<file path="src/rtl/program_loader.sv">
// rtl/program_loader.sv - assembles UART bytes into 32-bit words and writes them to instruction memory
module program_loader #(
    parameter int                   RAM_WIDTH  = 32,
    parameter int                   RAM_DEPTH  = 2048,
    parameter int                   ADDR_WIDTH = 11,
    parameter logic [RAM_WIDTH-1:0] HALT_WORD  = 32'hFFFF_FFFF
) (
    input  logic                  i_clk,
    input  logic                  i_reset,
    input  logic                  i_start,
    input  logic [7:0]            i_rx_data,
    input  logic                  i_rx_done,
    output logic                  o_wr_en,
    output logic [ADDR_WIDTH-1:0] o_wr_addr,
    output logic [RAM_WIDTH-1:0]  o_wr_data,
    output logic                  o_busy,
    output logic                  o_done,
    output logic                  o_overflow,
    output logic [ADDR_WIDTH:0]   o_word_count
);

    localparam logic [2:0] IDLE    = 3'd0;
    localparam logic [2:0] RECEIVE = 3'd1;
    localparam logic [2:0] WRITE   = 3'd2;
    localparam logic [2:0] DONE    = 3'd3;
    localparam logic [2:0] ERROR   = 3'd4;

    localparam logic [ADDR_WIDTH-1:0] LAST_ADDR = ADDR_WIDTH'(RAM_DEPTH - 1);
    localparam logic [ADDR_WIDTH-1:0] ADDR_ONE  = 1;
    localparam logic [ADDR_WIDTH:0]   CNT_ONE   = 1;

    logic [2:0]            state_q, state_d;
    logic [ADDR_WIDTH-1:0] addr_q, addr_d;
    logic [1:0]            byte_cnt_q, byte_cnt_d;
    logic [RAM_WIDTH-1:0]  word_q, word_d;
    logic                  wr_en_q, wr_en_d;
    logic [ADDR_WIDTH-1:0] wr_addr_q, wr_addr_d;
    logic [RAM_WIDTH-1:0]  wr_data_q, wr_data_d;
    logic                  busy_q, busy_d;
    logic                  done_q, done_d;
    logic                  overflow_q, overflow_d;
    logic [ADDR_WIDTH:0]   word_count_q, word_count_d;
    logic [RAM_WIDTH-1:0]  shifted;

    // Big-endian: earlier bytes migrate towards the MSBs as later ones arrive
    assign shifted = {word_q[RAM_WIDTH-9:0], i_rx_data};

    always_comb begin
        state_d      = state_q;
        addr_d       = addr_q;
        byte_cnt_d   = byte_cnt_q;
        word_d       = word_q;
        wr_en_d      = 1'b0;
        wr_addr_d    = wr_addr_q;
        wr_data_d    = wr_data_q;
        busy_d       = busy_q;
        done_d       = done_q;
        overflow_d   = overflow_q;
        word_count_d = word_count_q;
        case (state_q)
            IDLE, DONE, ERROR: begin
                if (i_start) begin
                    state_d      = RECEIVE;
                    addr_d       = '0;
                    byte_cnt_d   = 2'd0;
                    word_count_d = '0;
                    done_d       = 1'b0;
                    overflow_d   = 1'b0;
                    busy_d       = 1'b1;
                end
            end
            RECEIVE: begin
                if (i_rx_done) begin
                    word_d = shifted;
                    if (byte_cnt_q == 2'd3) begin
                        byte_cnt_d = 2'd0;
                        state_d    = WRITE;
                        wr_en_d    = 1'b1;
                        wr_addr_d  = addr_q;
                        wr_data_d  = shifted;
                    end else begin
                        byte_cnt_d = byte_cnt_q + 2'd1;
                    end
                end
            end
            WRITE: begin
                word_count_d = word_count_q + CNT_ONE;
                if (wr_data_q == HALT_WORD) begin
                    state_d = DONE;
                    done_d  = 1'b1;
                    busy_d  = 1'b0;
                end else if (addr_q == LAST_ADDR) begin
                    state_d    = ERROR;
                    overflow_d = 1'b1;
                    busy_d     = 1'b0;
                end else begin
                    state_d = RECEIVE;
                    addr_d  = addr_q + ADDR_ONE;
                    // A strobe landing in the write cycle starts the next word
                    if (i_rx_done) begin
                        word_d     = shifted;
                        byte_cnt_d = 2'd1;
                    end
                end
            end
            default: state_d = IDLE;
        endcase
    end

    always_ff @(posedge i_clk) begin
        if (!i_reset) begin
            state_q      <= IDLE;
            addr_q       <= '0;
            byte_cnt_q   <= 2'd0;
            word_q       <= '0;
            wr_en_q      <= 1'b0;
            wr_addr_q    <= '0;
            wr_data_q    <= '0;
            busy_q       <= 1'b0;
            done_q       <= 1'b0;
            overflow_q   <= 1'b0;
            word_count_q <= '0;
        end else begin
            state_q      <= state_d;
            addr_q       <= addr_d;
            byte_cnt_q   <= byte_cnt_d;
            word_q       <= word_d;
            wr_en_q      <= wr_en_d;
            wr_addr_q    <= wr_addr_d;
            wr_data_q    <= wr_data_d;
            busy_q       <= busy_d;
            done_q       <= done_d;
            overflow_q   <= overflow_d;
            word_count_q <= word_count_d;
        end
    end

    assign o_wr_en      = wr_en_q;
    assign o_wr_addr    = wr_addr_q;
    assign o_wr_data    = wr_data_q;
    assign o_busy       = busy_q;
    assign o_done       = done_q;
    assign o_overflow   = overflow_q;
    assign o_word_count = word_count_q;

endmodule

</file>
<file path="config.mk">
export PLATFORM = sky130hd
export DESIGN_NAME = program_loader
export DESIGN_NICKNAME = d
export VERILOG_FILES = /design/src/rtl/program_loader.sv
export SDC_FILE = /design/constraint.sdc
export NUM_CORES = 1
export LEC_CHECK = 0
export ABC_AREA = 0
export CORE_MARGIN = 2
export CORE_UTILIZATION = 45
export DETAILED_ROUTE_END_ITERATION = 10
export PLACE_DENSITY = 0.72
export SLEW_MARGIN = 20
export SYNTH_ARGS = -nofsm -noshare
export SYNTH_HDL_FRONTEND = slang
export SYNTH_SLANG_ARGS = --single-unit
</file>
<file path="constraint.sdc">
create_clock -name i_clk -period 2.9 [get_ports i_clk]
set_input_delay 0.58 -clock i_clk [delete_from_list [all_inputs] [get_ports i_clk]]
set_output_delay 0.58 -clock i_clk [all_outputs]
set_load 0.02 [all_outputs]
</file>
==> results of run 1 <==
## power by group
| part | switching (uW) | leakage (uW) | internal, uW | total [uW] |
|---|---|---|---|---|
| Clock | 540 | 0.0000998 | 342 | 882 |
| Sequential | 11.7 | 0.000798 | 1370 | 1380 |
| Combinational | 97.9 | 0.00104 | 68.6 | 166 |
| Total | 649 | 0.00193 | 1780 | 2430 |
## flip-flops by register name (all words and copies together), names as in the netlist
| signal | flops |
|---|---|
| addr_q | 11 |
| byte_cnt_q | 2 |
| o_busy | 1 |
| o_done | 1 |
| o_overflow | 1 |
| o_word_count | 12 |
| o_wr_addr | 11 |
| o_wr_data | 32 |
| o_wr_en | 1 |
| state_q | 3 |
| word_q | 24 |
## per-stage QoR
stage / util / hold WS (ns) / instance area, um2
final: 0.567 / 0.448 / 5190
after global routing: 0.567 / 0.479 / 5190
after CTS: 0.567 / 0.451 / 5190
after detailed placement: 0.544 / 0.445 / 4980
after global placement: 0.544 / 0.440 / 4980
after floorplan: - / 0.432 / 4200
## cell families after synthesis
group,after synthesis,synth area share
buf+inv,34,0.0396
flops,99,0.472
fa+ha+maj,3,0.00894
simple gates,231,0.259
mux,29,0.0692
compound gates,102,0.151
## worst max-delay path: stages, from the launching register on
cell and delay, ns:
dfxtp_1 0.39, nand4_1 0.18, nor4_4 0.43, nand2_2 0.30, o211ai_4 0.24, buf_4 0.39, mux2i_1 0.24
## routing by layer
| metal | global-route usage | vias up |
|---|---|---|
| met5 | 0 | - |
| met4 | 0.0653 | 0 |
| met3 | 0.0250 | 8 |
| met2 | 0.313 | 69 |
| met1 | 0.294 | 1755 |
| li1 | - | 1866 |
## area by class of cell
| type | instances | area, um2 |
|---|---|---|
| clock buffers | 9 | 124 |
| well taps | 111 | 139 |
| repair buffers | 83 | 798 |
| clock inverters | 7 | 85.1 |
| inverters | 4 | 15.0 |
| flip-flops and latches | 99 | 1980 |
| multi-input cells | 365 | 2050 |
| fillers | 845 | 3960 |
## cells in the final DEF, fill, tap and decap left out, drive strengths merged, types with 5 or more instances in the layout
cell	n
nor4	5
dfxtp	99
a21oi	61
and3	6
o21ai	10
inv	5
clkinv	5
clkbuf	9
clkdlybuf4s50	70
nor3	8
buf	13
nand4	12
nand3	11
mux2i	29
nand2	139
nor2	25
## path summary, 6_finish.rpt
check / start / end / depth (start not counted)
setup / recovery: o_wr_data[17] / word_q[17] / 6
hold reg to reg: word_q[3] / o_wr_data[11] / 2
hold / removal: word_q[3] / o_wr_data[11] / 2
setup reg to reg: o_wr_data[17] / word_q[17] / 6
==> flow_summary.toml, run 1 <==
[finish]
diodes = 0
nNetsFinal = 577
drive_above_1_share = 0.0741
instances_no_fill = 678
area_growth_pct = 23.7

[clocking]
tritoncts = "done"
path_clk_slew_ns = 0.12
cts.sinks = 99
ctsHoldBuffers = 0
ctsResizeCount = 0
clock_latency_ns = 0.38
htreeDepth = 3
post_cts_buffers = 0
clockRootBuffer = "clkbuf_8"
cts_buffers = 9
cts.path.max_buffers = 2

[synth]
synth-seq-cells = 99
synth_nets = 513
ys_top_cells_by_count = "nand2_1, dfxtp_1, a21oi_1"
synth_area_leaders = "dfxtp_1, nand2_1, a21oi_1, mux2i_1, nor2_1"
syn-instance-count = 498
yosysWarnings = 0
seq_area_frac_synth = 0.472
yosysMostFrequentCell = "nand2_1"
synth_top_flop_cell = "dfxtp_1"
yosysTopAreaCell = "dfxtp_1"
synth_cell_type_count = 52
synth_edf_count = 0
async_reset_ff_frac = 0
synth.avg_cell_area_um2 = 8.43
synth_area_um2 = 4200
netlist.area_leader.share = 0.472

[placed_design]
dp_slack_ns = 0.349
dpl.hpwl_um = 7090
port_buffers = 70
gp_congestion = 0.925
dp_cells = 662

[status]
run_status = "finished clean"

[grt]
grtUsageTotal = 0.202
antenna_found_initial = 0
grt_pass1_vias = 3429
grt_pass1_wl_um = 16500
overflow = 0
grt_max_degree = 44

[route]
route.met2.wl_um = 4620
drtIter0Drc = 260
via_count = 3698
drtPass1Iterations = 5
top_layer = "met4"
met3_length_um = 342
wl_um = 9920
routed_via_density = 5.45
wl_met1_um = 4840
drc = 0
postRouteAntennaNets = 0
routedWlPerCell_um = 14.6

[critical_path]
crit_path_end_kind = "flop"
arrival_ns = 2.58
worst-endpoint-required_ns = 3.20
critPathKind = "reg2reg"
crit_fanout = 24
cp-start-kind = "flop"
r2r_slack_ns = 0.62

[timing]
max_slew_margin = 0.594
tns_ns = 0
finalWorstSetupSlack_ns = 0.621
setup_viol = 0
rsz0062_at_grt = "no"
slew_viol_final = 0
max_clock_freq_ghz = 0.439
min_period_ns = 2.28
hold_violations = 0
skew_ns = 0.0225
tightest_slew_ns = 0.609
fin_crit_sh = 0.786

[die]
die_h_um = 101
ios = 71
die_area_um2 = 10100
die_w_um = 101
core-area_um2 = 9150
initial_core_util = 0.459
placementRows = 35

[flow_run]
cap_viol_max_count = 0

[power_and_ir_drop]
finalPower_uw = 2430
power.density_nw_per_um2 = 468
p_leak_uw = 0.00193
ir_drop_mv = 0.301

[worst_hold_path]
hp-class = "reg2reg"
Note: power is estimated with default switching activity, not from simulation.
==> run 2: changes to the inputs <==
--- a/config.mk
+++ b/config.mk
@@ -9,7 +9,7 @@
 export CORE_MARGIN = 2
 export CORE_UTILIZATION = 45
 export DETAILED_ROUTE_END_ITERATION = 10
-export PLACE_DENSITY = 0.72
+export PLACE_DENSITY = 0.75
 export SLEW_MARGIN = 20
 export SYNTH_ARGS = -nofsm -noshare
 export SYNTH_HDL_FRONTEND = slang
==> constraint.sdc (replaced) <==
create_clock -name i_clk -period 1.9 [get_ports i_clk]
set_input_delay 0.38 -clock i_clk [delete_from_list [all_inputs] [get_ports i_clk]]
set_output_delay 0.38 -clock i_clk [all_outputs]
set_load 0.02 [all_outputs]
==> flow_summary.toml, run 2 (same netlist as run 1, synthesis figures left out) <==
[placed_design]
dpl.hpwl_um = 7940
gp_congestion = 0.922
port_buffers = 70
dp_slack_ns = -0.342
dp_cells = 703
postPlaceCellArea_um2 = 5350

[grt]
grt_max_degree = 44
grtUsageTotal = 0.218
grt_pass1_wl_um = 17900
grt_pass1_vias = 3672
overflow = 0
antenna_found_initial = 0

[power_and_ir_drop]
p_comb_frac = 0.081
switching_share = 0.270
seqPwrFrac = 0.556
power.density_nw_per_um2 = 675
finalPower_uw = 3800
pwr-share-clk = 0.363
p_int_uw = 2770
ir_drop_mv = 0.500
switchingPower_uw = 1030
p_leak_uw = 0.00222

[die]
initial_core_util = 0.459
ios = 71
die_w_um = 101
core-area_um2 = 9150
placementRows = 35
die_h_um = 101
die_area_um2 = 10100

[finish]
nNetsFinal = 619
instances_no_fill = 720
layout_common_cells = "nand2_1, dfxtp_1, clkdlybuf4s50_1"
largest_reg_flops = 32
fillers = 772
area_growth_pct = 34.0
seqCellArea_um2 = 1990
fin_util = 0.615
fin_area_um2 = 5630
multi_input_area_um2 = 2070
final_common_cell = "nand2_1"
diodes = 0
drive_above_1_share = 0.164

[timing]
finalWorstSetupSlack_ns = 0.0275
setup_viol = 0
fin_crit_sh = 0.986
slew_viol_final = 0
max_slew_margin = 0.738
hold_violations = 0
max_clock_freq_ghz = 0.534
min_period_ns = 1.87
tightest_slew_ns = 0.390
skew_ns = 0.0287

[critical_path]
worst-endpoint-required_ns = 2.16
crit_path_end_kind = "flop"
crit_fanout = 6
critPathKind = "in2reg"
r2r_slack_ns = 0.07
arrival_ns = 2.13
cp-start-kind = "input port"

[clocking]
path_clk_slew_ns = 0.13
cts.sinks = 99
cts.path.max_buffers = 2
tritoncts = "done"
clockRootBuffer = "clkbuf_8"
ctsHoldBuffers = 0
clock_latency_ns = 0.38
htreeDepth = 3
cts_buffers = 9

[route]
drtIter0Drc = 193
wl_met1_um = 4920
routed_via_density = 5.45
wl_um = 10800
met3_length_um = 507
drc = 0
route.met2.wl_um = 5200
via_count = 3922
postRouteAntennaNets = 0
drtPass1Iterations = 5
routedWlPerCell_um = 15.0
top_layer = "met4"

[worst_hold_path]
hp-class = "reg2reg"

[status]
run_status = "finished clean"

[flow_run]
cap_viol_max_count = 0
-- run 2: repair_timing --
| item | CTS | global route |
|---|---|---|
| hold endpoints to repair | 0 | 0 |
| setup buffers | 1 | 0 |
| resized for setup | 1 | 17 |
| pin swaps | 2 | 6 |
| endpoints found under the setup margin | 23 | 20 |
-- run 2: power groups by stage --
| stage | Clock, uW | Combinational [uW] | Sequential (uW) |
|---|---|---|---|
| 4_1_cts | 1400 | 301 | 2110 |
| 2_1_floorplan | 0 | 183 | 2150 |
| 6_report | 1380 | 310 | 2110 |
| 5_1_grt | 1480 | 334 | 2110 |
| 3_3_place_gp | 0 | 286 | 2160 |
| 3_5_place_dp | 0 | 289 | 2160 |
-- run 2: worst max-delay path: stages --
cell and delay, ns:
clkdlybuf4s50_1 0.51, or3b_4 0.42, o21a_2 0.17, buf_4 0.17, o21ai_2 0.20, a311oi_1 0.07, a41o_1 0.22
-- run 2: layout make-up --
| cell class | count | area share |
|---|---|---|
| Inverter | 4 | 0.00267 |
| Tap cell | 111 | 0.0247 |
| Clock buffer | 9 | 0.0220 |
| Clock inverter | 7 | 0.0162 |
| Sequential cell | 99 | 0.354 |
| Timing Repair Buffer | 125 | 0.212 |
| Multi-Input combinational cell | 365 | 0.368 |
-- run 2: final timing paths --
| check | start | endpoint | cells past startpoint |
|---|---|---|---|
| worst max register to register | o_wr_data[3] | word_q[3] | 7 |
| worst min register to register | word_q[10] | o_wr_data[18] | 2 |
| worst min-delay path | word_q[10] | o_wr_data[18] | 2 |
| worst max-delay path | i_start | addr_q[2] | 7 |
-- run 2: through the flow --
stage               setup TNS, ns  hold slack [ns]
finish                          0            0.458
global route              -0.0120            0.467
CTS                             0            0.462
detailed placement          -4.98            0.446
global placement            -4.09            0.442
floorplan                       0            0.432
-- run 2: layer usage --
layer  vias to the layer above  global-route usage
li1                       1937                   -
met1                      1835               0.303
met2                       131               0.347
met3                        19              0.0319
met4                         0              0.0769
met5                         -                   0
